--- src/rtl/mips_control_fsm.sv ---
// mips_control_fsm: control unit for the single-cycle 16-bit MIPS core.
// Decodes op_code/func into datapath strobes and sequences multi-cycle mult
// through the ALU ready handshake, plus halt, illegal-opcode and ALU-timeout handling.
// Optional feature macro: CTRL_PERF_CNT_EN enables the 16-bit retired-instruction counter.
//
// Ports:
//   i_clock, i_reset          : single rising-edge clock, synchronous active-high reset
//   i_op_code[5:0], i_func[5:0]: instruction fields from the datapath
//   i_ready                   : ALU result valid (only looked at in ALU_WAIT)
//   o_* strobes, o_alu_op[2:0]: datapath control
//   o_illegal                 : one-cycle pulse on an undecoded instruction
//   o_halted, o_fault         : sticky HALT / FAULT status
//   o_retired[15:0]           : retired-instruction count (0 without CTRL_PERF_CNT_EN)
module mips_control_fsm #(
  parameter int ALU_TIMEOUT = 32
) (
  input  logic        i_clock,
  input  logic        i_reset,
  input  logic [5:0]  i_op_code,
  input  logic [5:0]  i_func,
  input  logic        i_ready,
  output logic        o_mem_to_reg,
  output logic        o_mem_write_en,
  output logic        o_reg_write_en,
  output logic        o_alu_reset,
  output logic        o_imm_sl,
  output logic        o_br_sl,
  output logic        o_reg_dest,
  output logic        o_jump_sl,
  output logic        o_breq_sl,
  output logic        o_jump_reg_sl,
  output logic        o_instr_stall_sl,
  output logic        o_hi_lo_sl,
  output logic [2:0]  o_alu_op,
  output logic        o_illegal,
  output logic        o_halted,
  output logic        o_fault,
  output logic [15:0] o_retired
);

  localparam logic [2:0] S_INIT      = 3'd0;
  localparam logic [2:0] S_EXEC      = 3'd1;
  localparam logic [2:0] S_ALU_START = 3'd2;
  localparam logic [2:0] S_ALU_WAIT  = 3'd3;
  localparam logic [2:0] S_ALU_DONE  = 3'd4;
  localparam logic [2:0] S_HALT      = 3'd5;
  localparam logic [2:0] S_FAULT     = 3'd6;

  localparam int CNT_W = $clog2(ALU_TIMEOUT) + 1;
  localparam logic [CNT_W-1:0] CNT_LAST = CNT_W'(ALU_TIMEOUT - 1);

  localparam logic [2:0] ALU_ADD  = 3'd0;
  localparam logic [2:0] ALU_SUB  = 3'd1;
  localparam logic [2:0] ALU_AND  = 3'd2;
  localparam logic [2:0] ALU_OR   = 3'd3;
  localparam logic [2:0] ALU_SLT  = 3'd4;
  localparam logic [2:0] ALU_SLL  = 3'd5;
  localparam logic [2:0] ALU_MULT = 3'd6;

  logic [2:0]       r_state;
  logic [2:0]       w_state;
  logic [2:0]       w_next;
  logic [CNT_W-1:0] r_alu_cnt;

  // While reset is asserted the outputs already show INIT, even on the very
  // first cycle before the state register has been cleared.
  assign w_state = i_reset ? S_INIT : r_state;

  always_comb begin
    o_mem_to_reg     = 1'b0;
    o_mem_write_en   = 1'b0;
    o_reg_write_en   = 1'b0;
    o_alu_reset      = 1'b0;
    o_imm_sl         = 1'b0;
    o_br_sl          = 1'b0;
    o_reg_dest       = 1'b0;
    o_jump_sl        = 1'b0;
    o_breq_sl        = 1'b0;
    o_jump_reg_sl    = 1'b0;
    o_instr_stall_sl = 1'b0;
    o_hi_lo_sl       = 1'b0;
    o_alu_op         = ALU_ADD;
    o_illegal        = 1'b0;
    o_halted         = 1'b0;
    o_fault          = 1'b0;
    w_next           = w_state;

    case (w_state)
      S_INIT: begin
        o_instr_stall_sl = 1'b1;
        o_alu_reset      = 1'b1;
        w_next           = S_EXEC;
      end

      S_EXEC: begin
        case (i_op_code)
          6'h00: begin
            case (i_func)
              6'h20: begin o_reg_write_en = 1'b1; o_alu_op = ALU_ADD; end
              6'h22: begin o_reg_write_en = 1'b1; o_alu_op = ALU_SUB; end
              6'h24: begin o_reg_write_en = 1'b1; o_alu_op = ALU_AND; end
              6'h25: begin o_reg_write_en = 1'b1; o_alu_op = ALU_OR;  end
              6'h2A: begin o_reg_write_en = 1'b1; o_alu_op = ALU_SLT; end
              6'h00: begin o_reg_write_en = 1'b1; o_alu_op = ALU_SLL; end
              6'h18: begin
                // mult: hold the PC here until hi/lo are written in ALU_DONE
                o_alu_op         = ALU_MULT;
                o_instr_stall_sl = 1'b1;
                w_next           = S_ALU_START;
              end
              6'h08: begin
                o_jump_sl     = 1'b1;
                o_jump_reg_sl = 1'b1;
              end
              default: o_illegal = 1'b1;
            endcase
          end
          6'h08: begin // addi
            o_imm_sl       = 1'b1;
            o_reg_dest     = 1'b1;
            o_reg_write_en = 1'b1;
          end
          6'h23: begin // lw
            o_imm_sl       = 1'b1;
            o_reg_dest     = 1'b1;
            o_mem_to_reg   = 1'b1;
            o_reg_write_en = 1'b1;
          end
          6'h2B: begin // sw
            o_imm_sl       = 1'b1;
            o_mem_write_en = 1'b1;
          end
          6'h04: begin // beq
            o_br_sl   = 1'b1;
            o_breq_sl = 1'b1;
            o_alu_op  = ALU_SUB;
          end
          6'h05: begin // bne
            o_br_sl  = 1'b1;
            o_alu_op = ALU_SUB;
          end
          6'h02: o_jump_sl = 1'b1; // j
          6'h03: begin // jal, links to r15
            o_jump_sl      = 1'b1;
            o_reg_write_en = 1'b1;
          end
          6'h3F: begin
            // halt stalls in its own cycle so the PC parks on the halt address
            o_instr_stall_sl = 1'b1;
            w_next           = S_HALT;
          end
          default: o_illegal = 1'b1; // NOP, PC advances
        endcase
      end

      S_ALU_START: begin
        o_alu_op         = ALU_MULT;
        o_alu_reset      = 1'b1;
        o_instr_stall_sl = 1'b1;
        w_next           = S_ALU_WAIT;
      end

      S_ALU_WAIT: begin
        o_alu_op         = ALU_MULT;
        o_instr_stall_sl = 1'b1;
        if (i_ready)
          w_next = S_ALU_DONE;
        else if (r_alu_cnt == CNT_LAST)
          w_next = S_FAULT;
      end

      S_ALU_DONE: begin
        o_alu_op   = ALU_MULT;
        o_hi_lo_sl = 1'b1;
        w_next     = S_EXEC;
      end

      S_HALT: begin
        o_instr_stall_sl = 1'b1;
        o_halted         = 1'b1;
      end

      S_FAULT: begin
        o_instr_stall_sl = 1'b1;
        o_fault          = 1'b1;
      end

      default: begin
        o_instr_stall_sl = 1'b1;
        w_next           = S_INIT;
      end
    endcase
  end

  always_ff @(posedge i_clock) begin
    if (i_reset)
      r_state <= S_INIT;
    else
      r_state <= w_next;
  end

  // Wait-cycle counter: cleared in ALU_START, counts non-ready ALU_WAIT
  // cycles and saturates rather than wrapping.
  always_ff @(posedge i_clock) begin
    if (i_reset)
      r_alu_cnt <= '0;
    else if (r_state == S_ALU_START)
      r_alu_cnt <= '0;
    else if (r_state == S_ALU_WAIT && !i_ready && r_alu_cnt != '1)
      r_alu_cnt <= r_alu_cnt + 1'b1;
  end

`ifdef CTRL_PERF_CNT_EN
  logic [15:0] r_retired;
  logic        w_retire;

  // An instruction retires whenever the PC advances out of EXEC (illegal
  // NOPs included) or a mult completes in ALU_DONE.
  assign w_retire = (r_state == S_EXEC && !o_instr_stall_sl) || (r_state == S_ALU_DONE);

  always_ff @(posedge i_clock) begin
    if (i_reset)
      r_retired <= '0;
    else if (w_retire)
      r_retired <= r_retired + 16'd1;
  end

  assign o_retired = i_reset ? 16'd0 : r_retired;
`else
  assign o_retired = 16'd0;
`endif

endmodule

--- config.mk ---
export PLATFORM = sky130hd
export DESIGN_NAME = mips_control_fsm
export DESIGN_NICKNAME = d
export VERILOG_FILES = /design/src/rtl/mips_control_fsm.sv
export SDC_FILE = /design/constraint.sdc
export NUM_CORES = 1
export LEC_CHECK = 0
export ABC_AREA = 0
export CAP_MARGIN = 20
export CORE_MARGIN = 1
export CORE_UTILIZATION = 40
export DETAILED_ROUTE_END_ITERATION = 10
export MAX_ROUTING_LAYER = met4
export PLACE_DENSITY = 0.8
export SYNTH_ARGS = -nofsm -noshare
export SYNTH_HDL_FRONTEND = slang
export SYNTH_SLANG_ARGS = --single-unit
--- constraint.sdc ---
create_clock -name i_clock -period 3.4 [get_ports i_clock]
set_clock_uncertainty 0.15 [all_clocks]
set_input_delay 0.85 -clock i_clock [delete_from_list [all_inputs] [get_ports i_clock]]
set_output_delay 0.85 -clock i_clock [all_outputs]
set_load 0.05 [all_outputs]
Yosys cells after proc, flatten, opt, wreduce, memory -nomap -nowiden. Cells that the tools add are included.

Magnitude comparators: 0. $mul: 0. Shift-type cells: 0. $add $sub $neg: 1. Equal/unequal tests: 25. Multiplexer cells: 39. Reduce and logical (&&, ||, !) cells: 19. Div/mod/pow operators: 0. Bitwise operators: 0.

Operators with widths (number): 6-bit == test (second input constant) (8); 1-bit 2-to-1 mux (25); 3-bit case mux with 2 select lines (3); 3-bit case mux with 6 select lines (1); 8-bit OR reduction (2); 3-bit case mux with 5 select lines (1); 2-bit OR reduction (7); 3-bit by 2-bit == test with 1-bit output (second input constant) (4); 6-bit by 2-bit == test with 1-bit output (second input constant) (2); 6-bit by 3-bit == test with 1-bit output (second input constant) (2); 6-bit by 4-bit == test with 1-bit output (second input constant) (2); 6-bit by 5-bit == test with 1-bit output (second input constant) (2); 6-bit logical NOT (2); 3-bit 2-to-1 mux (4); 1-bit case mux with 2 select lines (5); 3-bit == test (second input constant) (3); 3-bit OR reduction (3); 6-bit by 1-bit adder with 6-bit output (second input constant) (1); 6-bit inequality test (second input constant) (1); 6-bit OR reduction (1); 3-bit by 1-bit == test with 1-bit output (second input constant) (1); 3-bit logical NOT (1); 1-bit logical AND (2); 1-bit logical NOT (1).

Output and inout port bits: 34. Word-level logic and storage cells: 86. Input bits: 15. RAM bits: 0. Memory bits (read-only): 0. Flip-flop bits (word level): 9. Memories: 0. Bits in latches: 0.

Logic depth before layout (Yosys ltp).
Word-level depth: 5. Gate-level depth with buffers: 5. Mapped depth without buffers: 5.

Worst setup path after synthesis. Ideal clock, no wire load.

Kind: input to output. Start point: in i_reset. End point: out o_illegal. Data required time: 2400 ps. Stages on the path: 3. Data arrival time: 4032 ps. Path buffers: 0. Path slack: -1632 ps. Path through: or3_1 or2_2 a2111oi_0.

Cells in the longest elaborated chain, start to end: 3.

Ends and longest elaborated chain: from (decl) (RTL line 18) `input logic i_reset,`; 3-bit 2-to-1 mux (RTL line 67) `assign w_state = i_reset ? S_INIT : r_state;`; 3-bit by 1-bit == test with 1-bit output (RTL line 88) `case (w_state)`; 1-bit 2-to-1 mux (RTL line 88); to (decl) (RTL line 35) `output logic o_illegal,`.

No other way between the ends.

Final worst setup path.
Start point: in i_op_code[1]. End point: out o_jump_sl.

Cells in the longest elaborated chain, start to end: 4. Elaborated cells on any way between the ends: 6. Classes of those cells: eq/ne (2); mux (2); reduce/logical (2).

Ends and longest elaborated chain: from (decl) (RTL line 19) `input logic [5:0] i_op_code,`; 6-bit by 2-bit == test with 1-bit output (RTL line 96) `case (i_op_code)`; 2-bit OR reduction (no source line); 1-bit case mux with 2 select lines * (RTL line 96); 1-bit 2-to-1 mux * (RTL line 88); to (decl) (RTL line 29) `output logic o_jump_sl,`.

Every way passes the cells marked *; elsewhere a longest branch is shown, timed or not.

==> flow_metrics.env <==
export IMPL_ant_nets=0
export IMPL_multi_input_comb_area_um2=949.7
export IMPL_grt_pass1_wl_um=6410
export IMPL_ys_flop_type="dfxtp_1"
export IMPL_rr_worst_depth=5
export IMPL_track_usage=0.3323
export IMPL_fillers=96
export IMPL_synthDistinctLibCells=44
export IMPL_status="finished, violations left"
export IMPL_avgRoutedWirePerCell_um=19.38
export IMPL_rsz0062_at_grt="true"
export IMPL_grt_start_max_net_pins=16
export IMPL_pin_count=49
export IMPL_max_slew_margin=0.5637
export IMPL_drive_above_1_share=0.4545
export IMPL_finalHoldViolations=0
export IMPL_cp_cell_sequence="buf_6 -> or3_4 -> or4_4 -> buf_6 -> nor4_4 -> o21bai_4 -> buf_12"
export IMPL_power_leakage_nw=0.8244
export IMPL_slowest_delay_ns=0.46
export IMPL_p_per_area_nw_per_um2=174.8
export IMPL_initial_core_util=0.4401
export IMPL_yosysMostFrequentCell="buf_4"
export IMPL_chipWidth_um=52.28
export IMPL_clock_power_share=0.227
export IMPL_p_sw_frac=0.3980
export IMPL_layout_min_cycle_time_ns=3.597
export IMPL_worst_path_buf_inv=3
export IMPL_synthArstFlopShare=0
export IMPL_dp_hpwl_um=2718
export IMPL_max_cap_violations=0
export IMPL_synth_top_family_by_area="simple AND/OR/NAND/NOR gates"
export IMPL_worstPathRequired_ns=2.40
export IMPL_synth_area_top_cells="dfxtp_1, buf_4, a21oi_1"
export IMPL_drt_first_pass_iters=4
export IMPL_postSynthAreaPerCell_um2=7.326
export IMPL_grt_use_met3=0.05507
export IMPL_critPathKind="in2out"
export IMPL_cts_max_path_buffers=2
export IMPL_drc=0
export IMPL_die_area_um2=2733
export IMPL_n_antenna_cell=0
export IMPL_cp_end_kind="output port"
export IMPL_gr_usage_met2=0.6090
export IMPL_htreeDepth=1
export IMPL_cts_tree="built"
export IMPL_crit_top_cell="buf_6"
export IMPL_finalPower_w=0.0003559
export IMPL_worstPathMaxFanout=4
export IMPL_core_um2=2297
export IMPL_grt_antenna_before_repair=0
export IMPL_internal_power_w=0.0002143
export IMPL_tightest_slew_ns=0.6456
export IMPL_busiest_layer="met2"
export IMPL_pwr_share_comb=0.473
export IMPL_cp_slowest_cell="or4_4"
export IMPL_synth_mux_area_frac=0.009901
export IMPL_die_y_um=52.28
export IMPL_postSynthCellCount=138
export IMPL_synth_top_area_share=0.1782
export IMPL_place_congestion=0.8737
export IMPL_fmax_mhz=278.0
export IMPL_worstHoldPathType="reg2reg"
export IMPL_synth_compound_area_frac=0.2067
export IMPL_violations="setup timing"
export IMPL_row_count=17
export IMPL_clock_sinks=9
export IMPL_tns_ns=-0.8857
export IMPL_cp_arrival_ns=2.60
export IMPL_synth_top_cells_by_count="buf_4, nor2_1, a21oi_1"
export IMPL_start_kind="input port"
export IMPL_ys_seq_area_frac=0.1782
export IMPL_ys_seq_elements=9
export IMPL_area_delta_synth_final_pct=101.4
export IMPL_path_clk_slew_ns=0.06
export IMPL_min_period_over_period=1.058
export IMPL_via_count=1450
export IMPL_grt_pass1_vias=1316
export IMPL_synth_fa_ha_area_frac=0.01238
export IMPL_setup_ws_ns=-0.1973
export IMPL_p_switching_w=0.0001417
export IMPL_whs_path_depth=2
export IMPL_met1_usage=0.3599
export IMPL_synthXorXnorAreaFrac=0.05198
export IMPL_numCtsBuffers=3
export IMPL_io_buffers=32
export IMPL_pwr_share_seq=0.299
export IMPL_netlist_area_um2=1011
export IMPL_setup_violations_final=8
export IMPL_vias_per_cell=6.118
export IMPL_grt_ovfl_total=0
export IMPL_seqCellArea_um2=180.2
export IMPL_clk_latency_ns=0.26
export IMPL_root_buffer="clkbuf_4"
export IMPL_maxSlewViolCount=0
export IMPL_first_iter_violations=61
export IMPL_wirelength_um=4592
export IMPL_path_delay_family="simple AND/OR/NAND/NOR gates"
export IMPL_irDropWorstVdd_v=0.0002476
export IMPL_yosys_area_share_simple=0.3812
export IMPL_synth_edf_count=0
export IMPL_worst_path_stages=7
export IMPL_yosysTopAreaCell="dfxtp_1"
export IMPL_ys_warn_count=0
export IMPL_final_nets=226
==> power groups by stage <==
stage	clock (W)	combinational (W)	sequential [W]
3_3_place_gp	0	0.000140	0.000109
6_report	0.0000809	0.000168	0.000107
4_1_cts	0.0000830	0.000154	0.000107
2_1_floorplan	0	0.0000937	0.000109
5_1_grt	0.0000892	0.000174	0.000106
3_5_place_dp	0	0.000144	0.000109
==> through the flow <==
stage / cells / instance area [um2] / util / hold slack (ns) / setup slack [ns]
after global routing: 237 / 2036 / 0.8862 / 0.4196 / -0.2045
after floorplan: 153 / 1141 / - / 0.3303 / -0.3772
after global placement: 229 / 1812 / 0.7887 / 0.3564 / -0.5476
after CTS: 237 / 1967 / 0.8562 / 0.3812 / -0.2803
final: 237 / 2036 / 0.8862 / 0.3890 / -0.1973
after detailed placement: 229 / 1812 / 0.7887 / 0.3663 / -0.5815
==> sequential cells by signal (all words and copies together), names as in the netlist <==
signal	flops
r_alu_cnt	6
r_state	3
==> worst reg2reg max path, cell delays in order (launching register included) <==
cell,delay [ns]
dfxtp_1,0.33
buf_4,0.18
nor4bb_1,0.61
o211ai_1,0.23
xor2_1,0.18
nor2_1,0.05
==> path summary, 6_finish.rpt <==
kind | startpoint | to | slack, ns
worst max-delay path | i_op_code[1] | o_jump_sl | -0.20
worst min-delay path | r_alu_cnt[5]$_SDFFE_PP0P_ | r_alu_cnt[5]$_SDFFE_PP0P_ | 0.39
worst min register to register | r_alu_cnt[5]$_SDFFE_PP0P_ | r_alu_cnt[5]$_SDFFE_PP0P_ | 0.39
worst max register to register | r_state[0]$_SDFF_PP0_ | r_alu_cnt[2]$_SDFFE_PP0P_ | 1.55
==> metal layers <==
layer  part of all wire  vias to the layer above
met4              0.037                        0
met3              0.085                       20
met1               0.38                      691
met5                  0                        -
met2               0.50                      111
li1                   -                      628
==> cell usage in the layout, fill, tap and decap left out, types with 2 or more instances in the layout <==
cell	count
inv_1	6
nor2_1	10
or3_4	4
nand3_1	6
a21oi_4	2
or4_4	3
xor2_1	3
a21oi_1	8
xnor2_1	3
nor3_1	5
nand4_1	2
o21a_1	3
nand4b_1	2
buf_6	6
nand2_1	3
nor4_2	3
o211ai_1	3
o21ai_0	2
clkbuf_4	3
nor3_2	2
dlymetal6s2s_1	4
buf_12	17
nand4bb_1	2
dlygate4sd2_1	5
dfxtp_1	9
nand2b_1	2
or2_4	2
conb_1	16
a211oi_1	2
buf_4	36
==> kinds of logic after synthesis <==
family,count (synthesis)
buffers and inverters,26
other,1
AOI/OAI and AO/OA,32
DFF,9
adders and majority gates,1
xor gates and xnor gates,6
muxes,1
and+or+nand+nor,62
==> what timing repair did <==
action	4_1_cts	5_1_grt
buffers inserted	4	2
pin swaps	11	9
endpoints found under the setup margin	13	12
gates cloned	0	0
resized for setup	43	16
hold endpoints to repair	0	0
hold buffers	0	0
==> area by class of cell <==
| type | count | share of cell area |
|---|---|---|
| Multi-Input combinational cell | 118 | 0.4665 |
| Inverter | 6 | 0.01106 |
| Timing Repair Buffer | 72 | 0.4038 |
| Tap cell | 28 | 0.01721 |
| Clock buffer | 4 | 0.01291 |
| Sequential cell | 9 | 0.08851 |
No activity file was read; power rests on OpenSTA's default activity.
